File: config.mk
export PLATFORM = sky130hd
export DESIGN_NAME = cga_vram_fetcher_flat
export DESIGN_NICKNAME = d
export VERILOG_FILES = /design/src/rtl/cga_fetch_pkg.sv /design/src/rtl/cga_vram_fetcher_if.sv /design/src/rtl/cga_fetch_fifo.sv /design/src/rtl/cga_vram_fetcher.sv /design/src/flat_wrapper.sv
export SDC_FILE = /design/constraint.sdc
export NUM_CORES = 1
export LEC_CHECK = 0
export BUFFER_PORTS_ARGS = -buffer_cell sky130_fd_sc_hd__buf_4
export CAP_MARGIN = 0
export CORE_MARGIN = 3
export CORE_UTILIZATION = 50
export CTS_CLUSTER_SIZE = 16
export DETAILED_ROUTE_END_ITERATION = 12
export GPL_ROUTABILITY_DRIVEN = 0
export PLACE_DENSITY_LB_ADDON = 0.12
export RECOVER_POWER = 25
export SYNTH_ARGS = -nofsm -noshare
export SYNTH_HDL_FRONTEND = slang
export SYNTH_HIERARCHICAL = 1
export SYNTH_SLANG_ARGS = --single-unit
File: constraint.sdc
create_clock -name clka -period 3.1 [get_ports clka]
set_input_delay 0.155 -clock clka [delete_from_list [all_inputs] [get_ports clka]]
set_output_delay 0.155 -clock clka [all_outputs]
set_load 0.005 [all_outputs]
File: src/rtl/cga_fetch_pkg.sv
// cga_fetch_pkg: shared types, widths and address-step helper for the CGA VRAM fetcher.
// Build option: CGA_VRAM_WRAP_EN -- when defined, address increments wrap within a 16 KiB window.
package cga_fetch_pkg;

  localparam int unsigned SRAM_AW            = 21;
  localparam int unsigned DATA_W             = 8;
  localparam int unsigned BYTES_PER_LINE_DEF = 160;
  localparam int unsigned FIFO_DEPTH_DEF     = 32;

  typedef enum logic [1:0] {
    IDLE  = 2'd0,
    FETCH = 2'd1,
    DRAIN = 2'd2
  } fetch_state_e;

  // Next request address: 6845-style 16 KiB wrap, or a plain 21-bit increment.
  function automatic logic [SRAM_AW-1:0] next_addr(input logic [SRAM_AW-1:0] a);
`ifdef CGA_VRAM_WRAP_EN
    return {a[SRAM_AW-1:14], a[13:0] + 14'd1};
`else
    return a + SRAM_AW'(1);
`endif
  endfunction

endpackage

File: src/rtl/cga_vram_fetcher_if.sv
// cga_vram_fetcher_if: CGA read port between the fetcher (master) and the SRAM arbiter (slave).
interface cga_vram_fetcher_if;
  import cga_fetch_pkg::*;

  logic               enacga;
  logic [SRAM_AW-1:0] addracga;
  logic               cga_grant;
  logic [DATA_W-1:0]  doutacga;

  modport master (output enacga, addracga, input cga_grant, doutacga);
  modport slave  (input enacga, addracga, output cga_grant, doutacga);

endinterface

File: src/rtl/cga_fetch_fifo.sv
// cga_fetch_fifo: single-clock FIFO with registered head byte, occupancy output and flush.
module cga_fetch_fifo
  import cga_fetch_pkg::*;
#(
  parameter int unsigned DEPTH = FIFO_DEPTH_DEF,
  parameter int unsigned W     = DATA_W
) (
  input  logic                   clka,
  input  logic                   reset,
  input  logic                   flush,
  input  logic                   push,
  input  logic [W-1:0]           din,
  input  logic                   pop,
  output logic [W-1:0]           dout,
  output logic                   empty,
  output logic [$clog2(DEPTH):0] level
);

  localparam int unsigned AW = $clog2(DEPTH);
  localparam int unsigned LW = AW + 1;

  logic [W-1:0]  mem [DEPTH];
  logic [AW-1:0] wr_ptr, rd_ptr, rd_ptr_nxt;
  logic [LW-1:0] after_pop, level_nxt;
  logic          do_push, do_pop;

  // Qualified push/pop and the next-state occupancy/pointer values.
  always_comb begin
    do_pop     = pop && !empty;
    do_push    = push && (level != LW'(DEPTH));
    after_pop  = level - LW'(do_pop);
    level_nxt  = after_pop + LW'(do_push);
    rd_ptr_nxt = rd_ptr + AW'(do_pop);
  end

  // Storage array write.
  always_ff @(posedge clka) begin
    if (do_push && !flush) mem[wr_ptr] <= din;
  end

  // Pointers, occupancy and registered head; a byte pushed into an empty FIFO becomes head directly.
  always_ff @(posedge clka) begin
    if (reset || flush) begin
      wr_ptr <= '0;
      rd_ptr <= '0;
      level  <= '0;
      empty  <= 1'b1;
      dout   <= '0;
    end else begin
      if (do_push) wr_ptr <= wr_ptr + AW'(1);
      rd_ptr <= rd_ptr_nxt;
      level  <= level_nxt;
      empty  <= (level_nxt == '0);
      if (level_nxt != '0) dout <= (after_pop == '0) ? din : mem[rd_ptr_nxt];
    end
  end

endmodule

File: src/rtl/cga_vram_fetcher.sv
// cga_vram_fetcher: prefetches one scanline of CGA video bytes from the shared SRAM into a local FIFO.
// Build option: CGA_VRAM_WRAP_EN -- request addresses wrap within a 16 KiB window.
module cga_vram_fetcher
  import cga_fetch_pkg::*;
#(
  parameter int unsigned BYTES_PER_LINE = BYTES_PER_LINE_DEF,
  parameter int unsigned FIFO_DEPTH     = FIFO_DEPTH_DEF,
  parameter int unsigned RD_LATENCY     = 2
) (
  input  logic                        clka,
  input  logic                        reset,
  input  logic                        line_start,
  input  logic [SRAM_AW-1:0]          line_base,
  cga_vram_fetcher_if.master          bus,
  input  logic                        rd_en,
  output logic [DATA_W-1:0]           rd_data,
  output logic                        empty,
  output logic [$clog2(FIFO_DEPTH):0] level,
  output logic                        busy,
  output logic                        underflow
);

  localparam int unsigned LW = $clog2(FIFO_DEPTH) + 1;
  localparam int unsigned RW = $clog2(BYTES_PER_LINE + 1);

  fetch_state_e          state;
  logic [SRAM_AW-1:0]    addr_q;
  logic                  req_q;
  logic [RW-1:0]         remaining;
  logic [RD_LATENCY-1:0] vpipe, vpipe_nxt;
  logic                  restart, accept, push, pop, credit_ok;
  logic [LW-1:0]         level_nxt;
  int unsigned           inflight_nxt;

  assign bus.enacga   = req_q;
  assign bus.addracga = addr_q;

  // Handshake qualification, return tracking and the issue credit for the next cycle.
  always_comb begin
    restart   = line_start && (state != IDLE);
    accept    = req_q && bus.cga_grant && !restart;
    push      = vpipe[RD_LATENCY-1] && !restart;
    pop       = rd_en && !empty && !restart;
    vpipe_nxt = restart ? '0 : ((vpipe << 1) | RD_LATENCY'(accept));
    level_nxt = restart ? '0 : (level + LW'(push) - LW'(pop));
    inflight_nxt = 0;
    for (int i = 0; i < RD_LATENCY; i++) inflight_nxt += 32'(vpipe_nxt[i]);
    credit_ok = (32'(level_nxt) + inflight_nxt) < FIFO_DEPTH;
  end

  // Fetch FSM: request issue, address stepping, return pipe and busy flag.
  always_ff @(posedge clka) begin
    if (reset) begin
      state     <= IDLE;
      addr_q    <= '0;
      remaining <= '0;
      vpipe     <= '0;
      req_q     <= 1'b0;
      busy      <= 1'b0;
    end else begin
      vpipe <= vpipe_nxt;
      if (line_start) begin
        state     <= FETCH;
        addr_q    <= line_base;
        remaining <= RW'(BYTES_PER_LINE);
        req_q     <= credit_ok;
        busy      <= 1'b1;
      end else begin
        case (state)
          IDLE: begin
            req_q <= 1'b0;
            busy  <= (level_nxt != '0);
          end
          FETCH: begin
            busy <= 1'b1;
            if (accept) begin
              addr_q    <= next_addr(addr_q);
              remaining <= remaining - RW'(1);
              if (remaining == RW'(1)) begin
                state <= DRAIN;
                req_q <= 1'b0;
              end else begin
                req_q <= credit_ok;
              end
            end else begin
              req_q <= credit_ok;
            end
          end
          DRAIN: begin
            req_q <= 1'b0;
            busy  <= 1'b1;
            if (vpipe_nxt == '0) begin
              state <= IDLE;
              busy  <= (level_nxt != '0);
            end
          end
          default: begin
            state <= IDLE;
            req_q <= 1'b0;
            busy  <= 1'b0;
          end
        endcase
      end
    end
  end

  // Sticky flag for a pop attempted on an empty FIFO.
  always_ff @(posedge clka) begin
    if (reset) underflow <= 1'b0;
    else if (rd_en && empty && !restart) underflow <= 1'b1;
  end

  cga_fetch_fifo #(
    .DEPTH (FIFO_DEPTH),
    .W     (DATA_W)
  ) u_fifo (
    .clka  (clka),
    .reset (reset),
    .flush (restart),
    .push  (push),
    .din   (bus.doutacga),
    .pop   (pop),
    .dout  (rd_data),
    .empty (empty),
    .level (level)
  );

endmodule

File: src/flat_wrapper.sv
// flat-port wrapper written by rule: the top's interface ports become plain ports
module cga_vram_fetcher_flat import cga_fetch_pkg::*;
#(
  parameter int unsigned BYTES_PER_LINE = BYTES_PER_LINE_DEF,
  parameter int unsigned FIFO_DEPTH     = FIFO_DEPTH_DEF,
  parameter int unsigned RD_LATENCY     = 2
)
  (clka, reset, line_start, line_base, rd_en, rd_data, empty, level, busy, underflow, bus_enacga, bus_addracga, bus_cga_grant, bus_doutacga);
  cga_vram_fetcher_if bus_i ();
  input  logic clka;
  input  logic reset;
  input  logic line_start;
  input  logic [SRAM_AW-1:0] line_base;
  input  logic rd_en;
  output logic [DATA_W-1:0] rd_data;
  output logic empty;
  output logic [$clog2(FIFO_DEPTH):0] level;
  output logic busy;
  output logic underflow;
  output wire logic [$bits(bus_i.enacga)-1:0] bus_enacga;
  output wire logic [$bits(bus_i.addracga)-1:0] bus_addracga;
  input wire logic [$bits(bus_i.cga_grant)-1:0] bus_cga_grant;
  input wire logic [$bits(bus_i.doutacga)-1:0] bus_doutacga;
  assign bus_enacga = bus_i.enacga;
  assign bus_addracga = bus_i.addracga;
  assign bus_i.cga_grant = bus_cga_grant;
  assign bus_i.doutacga = bus_doutacga;
  cga_vram_fetcher #(.BYTES_PER_LINE(BYTES_PER_LINE), .FIFO_DEPTH(FIFO_DEPTH), .RD_LATENCY(RD_LATENCY)) u_core (.clka(clka), .reset(reset), .line_start(line_start), .line_base(line_base), .bus(bus_i), .rd_en(rd_en), .rd_data(rd_data), .empty(empty), .level(level), .busy(busy), .underflow(underflow));
endmodule
---- After elaboration in Yosys (flattened, before gate mapping) ----
Memory sizes are Yosys's and may differ from the RTL's.
Cells that the tools add are included.
word-level totals
  bits in registers ....................... 61
  bits in latches ......................... 0
  RAM bits ................................ 256
  ROM bits ................................ 0
  input bits .............................. 34
  output and inout bits ................... 39
  word-level logic and storage cells ...... 90
  memories kept ........................... 1
operators by class
  add/sub/neg operators ................... 10
  $mul .................................... 0
  divide/modulo/power cells ............... 0
  $lt $le $gt $ge ......................... 1
  equal/unequal tests ..................... 11
  shift-type cells ........................ 0
  muxes and demuxes ....................... 23
  bitwise operators ....................... 2
  reductions and logical operators ........ 28
memories
  memory             depth  bits a word  rd ports  clocked after Yosys merged registers in  wr ports  RTL line              source
  u_core.u_fifo.mem  32     8            1         0                                        1         cga_fetch_fifo.sv:22  logic [W-1:0] mem [DEPTH];
operators with widths
  kind                   count
  $mux 21                3
  $add 6x32->32          1
  $lt 32x6->1 const B    1
  $mux 8                 4
  $add 21x1->21 const B  1
  $add 6x1->6            2
  $logic_not 6->1        2
  $reduce_bool 6->1      2
  $sub 6x1->6            2
  $logic_and 1x1->1      11
  $mux 1                 9
  $ne 3x2->1 const B     3
  $eq 8x1->1 const B     1
  $mux 2                 4
  $reduce_and 4->1       2
  $sub 8x1->8 const B    1
  $mux 6                 1
  $ne 2x1->1 const B     3
  $ne 6x6->1 const B     1
  $pmux 2 s3             1
  $reduce_bool 2->1      3
  $add 5x1->5            1
  $add 5x1->5 const B    1
  $logic_not 2->1        2
  other kinds (11)       13

---- Logic depth before layout (Yosys ltp) ----
  depth in word-level cells ............... 13
  mapped depth ............................ 17
  mapped depth without buffers ............ 15

---- Hierarchy ----
The synthesis kept the hierarchy.
by module, submodules not included
  module            times used  cells each  area each (um^2)  seq. area each (um^2)
  cga_fetch_fifo    1           637         11,345.9          8,187.9
  cga_vram_fetcher  1           262         2,192.1           720.7

---- Worst setup path before layout ----
No wires, ideal clock.
  kind .................................... reg2reg
  start point ............................. reg u_core.state[0]
  end point ............................... reg u_core.u_fifo.dout[2]
  library setup time ...................... 0.130 ns
  arrival time ............................ 3.069 ns
  required time ........................... 2.970 ns
  setup slack ............................. -0.099 ns
  stages on the path, launching flop included .. 16
  path buffers ............................ 1
  clock period less this slack ............ 3.199 ns
  path through ............................ dfxtp_1 o21ai_1 nand2_1 nor2_1 nor2b_2 ha_1 xor2_1 ha_1 nor2b_1 a2111oi_1 o21a_1 o21a_1 nand3_2 buf_6 o21ai_2 a31oi_2
on the way
  longest elaborated chain between the ends .. 8
  elaborated cells on any way between the ends .. 15
  classes of those cells .................. add/sub (3); mux (1); reduce/logical (10); memory (1)
RTL lines
  item                                         RTL line                                    source
  start, declared                              cga_vram_fetcher.sv:26                      fetch_state_e state;
  start signal, assigned                       cga_vram_fetcher.sv:54                      state <= IDLE;
  start signal, assigned                       cga_vram_fetcher.sv:63                      state <= FETCH;
  start signal, assigned                       cga_vram_fetcher.sv:80                      state <= DRAIN;
  $reduce_bool 2->1 *                          cga_vram_fetcher.sv:40                      restart = line_start && (state != IDLE);
  $logic_and 1x1->1 *                          cga_vram_fetcher.sv:40
  $logic_not 1->1 *                            cga_vram_fetcher.sv:43                      pop = rd_en && !empty && !restart;
  $logic_and 1x1->1 *                          cga_vram_fetcher.sv:43
  net u_core.pop                               cga_vram_fetcher.sv:31                      logic restart, accept, push, pop, credit_ok;
  $logic_and 1x1->1 *                          cga_fetch_fifo.sv:29                        do_pop = pop && !empty;
  $sub 6x1->6 or $add 5x1->5 (tied branches)   cga_fetch_fifo.sv:31, cga_fetch_fifo.sv:33
  $add 6x1->6, or another cell as far along    cga_fetch_fifo.sv:32                        level_nxt = after_pop + LW'(do_push);
  $reduce_bool 6->1 or $mux 8 (tied branches)  cga_fetch_fifo.sv:54                        if (level_nxt != '0) dout <= (after_pop == '0) ? din : mem[rd_ptr_nxt];
  end signal, assigned                         cga_fetch_fifo.sv:54
  end, declared                                cga_fetch_fifo.sv:14                        output logic [W-1:0] dout,
Mark *: on every way through the listed nets, which the timed path passes. The rest lies on a longest branch.
A chain may end at the register's enable or synchronous reset.

---- Worst setup path in the final report ----
  start point ............................. reg u_core.state[0]
  end point ............................... reg u_core.u_fifo.dout[3]
The elaborated chain is that of the path after synthesis.

==> flow_summary.json <==
{
  "status": "complete, but fails checks",
  "failed_checks": "capacitance limit, slew limit",
  "cp_data_arrival_time_ns": 3.35,
  "drt_iter0_markers": 762,
  "path_max_fanout": 13,
  "num_antenna_cells": 0,
  "drv_slew": 68,
  "firstDrtPassIters": 7,
  "fin_util_pct": 61.8,
  "chipWidth_microns": 171,
  "antenna_found_initial": 0,
  "fin_hold_ws_ns": 0.0318,
  "final_common_cell": "edfxtp_1",
  "antenna_left": 0,
  "hold_violations": 0,
  "ys_types": 76,
  "synth_area_sq_um": 13500,
  "clk_latency_ns": 0.50,
  "cts_tree": "done",
  "holdPathEnd": "u_core/bus.addracga[17]$_SDFFE_PP0P_",
  "areaGrowthSynthToFinish_pct": 20.4,
  "fin_crit_ns": 2.97,
  "final_cell_mix": "edfxtp_1, buf_4, nor2_1",
  "drt-total-wl_microns": 31400,
  "clock-skew-final_ns": 0.0152,
  "preCtsSetupSlack_ns": -0.0130,
  "max_freq_mhz": 336,
  "synth_warnings": 6,
  "ys.flop_type": "edfxtp_1",
  "synth_nets": 952,
  "rr_startpoint": "u_core/state[0]$_SDFFE_PP0P_",
  "seq_area_frac_synth_pct": 65.8,
  "row_count": 59,
  "final_cells": 1417,
  "ctsLongestPathBuffers": 3,
  "finalPower_mw": 8.75,
  "drive_gt1_share_pct": 26.1,
  "critPathCaptureType": "flop",
  "cp.required_ns": 3.48,
  "startpoint_type": "flop",
  "io_pins": 73,
  "path_clk_slew_ns": 0.06,
  "worst_slew_pin_slew_ns": 1.57,
  "coreArea_sq_um": 26400,
  "initial_core_util_pct": 51.4,
  "cts_buffers": 34,
  "numPortBuffers": 72,
  "synthArstFlopShare_pct": 0,
  "route.detailed.drc": 0,
  "r2r_cells": 13,
  "grtUsageTotal_pct": 21.7,
  "grt_remaining_overflow": 0,
  "synth_area_per_cell_sq_um": 15.1,
  "die_area_sq_um": 29100,
  "maxCapViolCount": 2,
  "finalWorstSetupSlack_ns": 0.127,
  "vias": 8247,
  "dp.cells": 1334,
  "synth-edff-count": 256,
  "grt_max_degree": 34,
  "slew_headroom_pct": -4.81,
  "setup_viol": 0,
  "worstReg2RegEnd": "u_core/u_fifo/dout[3]$_SDFFE_PP0P_",
  "dpl.hpwl_microns": 20400,
  "ys_ff_latch": 317,
  "finalCritPeriodShare_pct": 95.9,
  "ir_drop_v": 0.000440,
  "critPathKind": "reg2reg",
  "hp-class": "in2reg",
  "htreeDepth": 2,
  "grt_pass1_wl_microns": 48300,
  "vias_per_cell": 5.82,
  "cts_sinks": 317,
  "root_buffer": "clkbuf_16",
  "grt_pass1_vias": 8172,
  "fin_nets": 1111,
  "p_leak_nw": 5.82,
  "powerDensity_nw_per_um2": 537,
  "wire_per_inst_microns": 22.1,
  "reg2reg_slack_ns": 0.13,
  "syn_inst": 899,
  "hold_start": "line_base[17]",
  "holdPathStages": 3,
  "fp.dieH_microns": 171
}
==> cells by family after synthesis <==
| family | synth area share [%] |
|---|---|
| flops | 65.8 |
| simple gates | 9.63 |
| compound gates | 6.78 |
| mux | 10.9 |
| buf+inv | 2.01 |
| xor+xnor | 3.09 |
| fa+ha+maj | 1.81 |
==> where the power goes <==
group	switching [mW]	total, mW	internal (mW)
Combinational	0.164	0.287	0.123
Sequential	0.0350	4.66	4.62
Clock	1.58	3.80	2.22
==> synthesized netlist by cell type (4+ instances only) <==
library cell    n  area, sq um
edfxtp_1      256         7690
nor3b_1         4         30.0
o211ai_1        6         45.0
xor2_1         20          175
or3_1           5         31.3
o21ai_1         5         25.0
a31oi_1         9         56.3
inv_1          19         71.3
nor2_1         81          304
o21ai_0        14         70.1
mux4_2         52         1170
o22ai_1         9         56.3
buf_2           5         25.0
mux2i_1        30          300
nand4_1        14         87.6
dfxtp_1        61         1220
a211oi_1        7         52.6
a221o_1         6         60.1
and2_1          8         50.1
nor2b_1         9         56.3
clkbuf_1       26         97.6
buf_4           6         45.0
a221oi_1       12          105
a21oi_1        24          120
xnor2_1        24          210
a22oi_1         5         37.5
nor3_1          9         45.0
nand3_1        13         65.1
nand2_1        57          214
and4_1          4         35.0
ha_1           18          225
nor4_1          6         37.5
==> worst max path at each step <==
| stage | start | endpoint | slack [ns] | depth (start not counted) |
|---|---|---|---|---|
| finish | u_core/state[0]$_SDFFE_PP0P_ | u_core/u_fifo/dout[3]$_SDFFE_PP0P_ | 0.13 | 13 |
| global route | u_core/state[0]$_SDFFE_PP0P_ | u_core/u_fifo/dout[0]$_SDFFE_PP0P_ | -0.004 | 13 |
| global placement | u_core/state[0]$_SDFFE_PP0P_ | u_core/u_fifo/dout[2]$_SDFFE_PP0P_ | 0.01 | 15 |
| detailed placement | u_core/state[0]$_SDFFE_PP0P_ | u_core/u_fifo/dout[2]$_SDFFE_PP0P_ | -0.01 | 15 |
| floorplan | u_core/state[0]$_SDFFE_PP0P_ | u_core/u_fifo/dout[2]$_SDFFE_PP0P_ | 0.003 | 15 |
| CTS | u_core/state[0]$_SDFFE_PP0P_ | u_core/u_fifo/dout[3]$_SDFFE_PP0P_ | 0.007 | 12 |
==> timing repair <==
item                                   in CTS  in global routing
pin swaps                                   0                  4
setup endpoints to repair                   6                  8
cloned                                      0                  1
hold buffers                               20                  0
resized for setup                           1                 23
endpoints found under the hold margin      20                  0
setup buffers                               0                  2
==> state kept, by name, indices dropped and copies added, names as in the netlist, 2 cells and up <==
signal                count
u_core/u_fifo/rd_ptr      5
u_core/state              2
u_core/u_fifo/mem       256
u_core/remaining          8
u_core/bus.addracga      21
u_core/vpipe              2
u_core/u_fifo/dout        8
u_core/u_fifo/level       6
u_core/u_fifo/wr_ptr      5
==> layout make-up <==
| type | count | area, sq um |
|---|---|---|
| clock buffer | 38 | 887 |
| clock inverter | 22 | 156 |
| fill | 2035 | 10100 |
| inverter | 19 | 71.3 |
| multi-input combinational | 523 | 4500 |
| sequential | 317 | 8910 |
| tap | 335 | 419 |
| timing repair buffer | 163 | 1360 |
==> worst max-delay path, stage by stage (launching register included) <==
cell,delay (ns)
dfxtp_1,0.32
o21ai_2,0.16
nand2_1,0.08
nor2_2,0.12
nor2b_2,0.17
buf_4,0.17
xnor2_4,0.14
buf_12,0.14
buf_12,0.16
mux4_2,0.56
a221oi_1,0.28
o21ai_0,0.22
o211ai_1,0.19
a31oi_1,0.12
==> stage by stage <==
| step | TNS [ns] | cell area (sq um) |
|---|---|---|
| 3_5_place_dp | -0.0130 | 14900 |
| 6_report | 0 | 16300 |
| 5_1_grt | -0.00427 | 16300 |
| 2_1_floorplan | 0 | 13500 |
| 4_1_cts | 0 | 16100 |
| 3_3_place_gp | 0 | 14900 |
==> metal layers <==
metal / track usage (%) / up-vias / wire length [microns]
li1: - / 3833 / -
met1: 31.9 / 4143 / 14400
met2: 34.1 / 217 / 14600
met3: 3.44 / 54 / 1630
met4: 6.10 / 0 / 716
met5: 0 / - / 0
No activity file was read; power rests on OpenSTA's default activity.
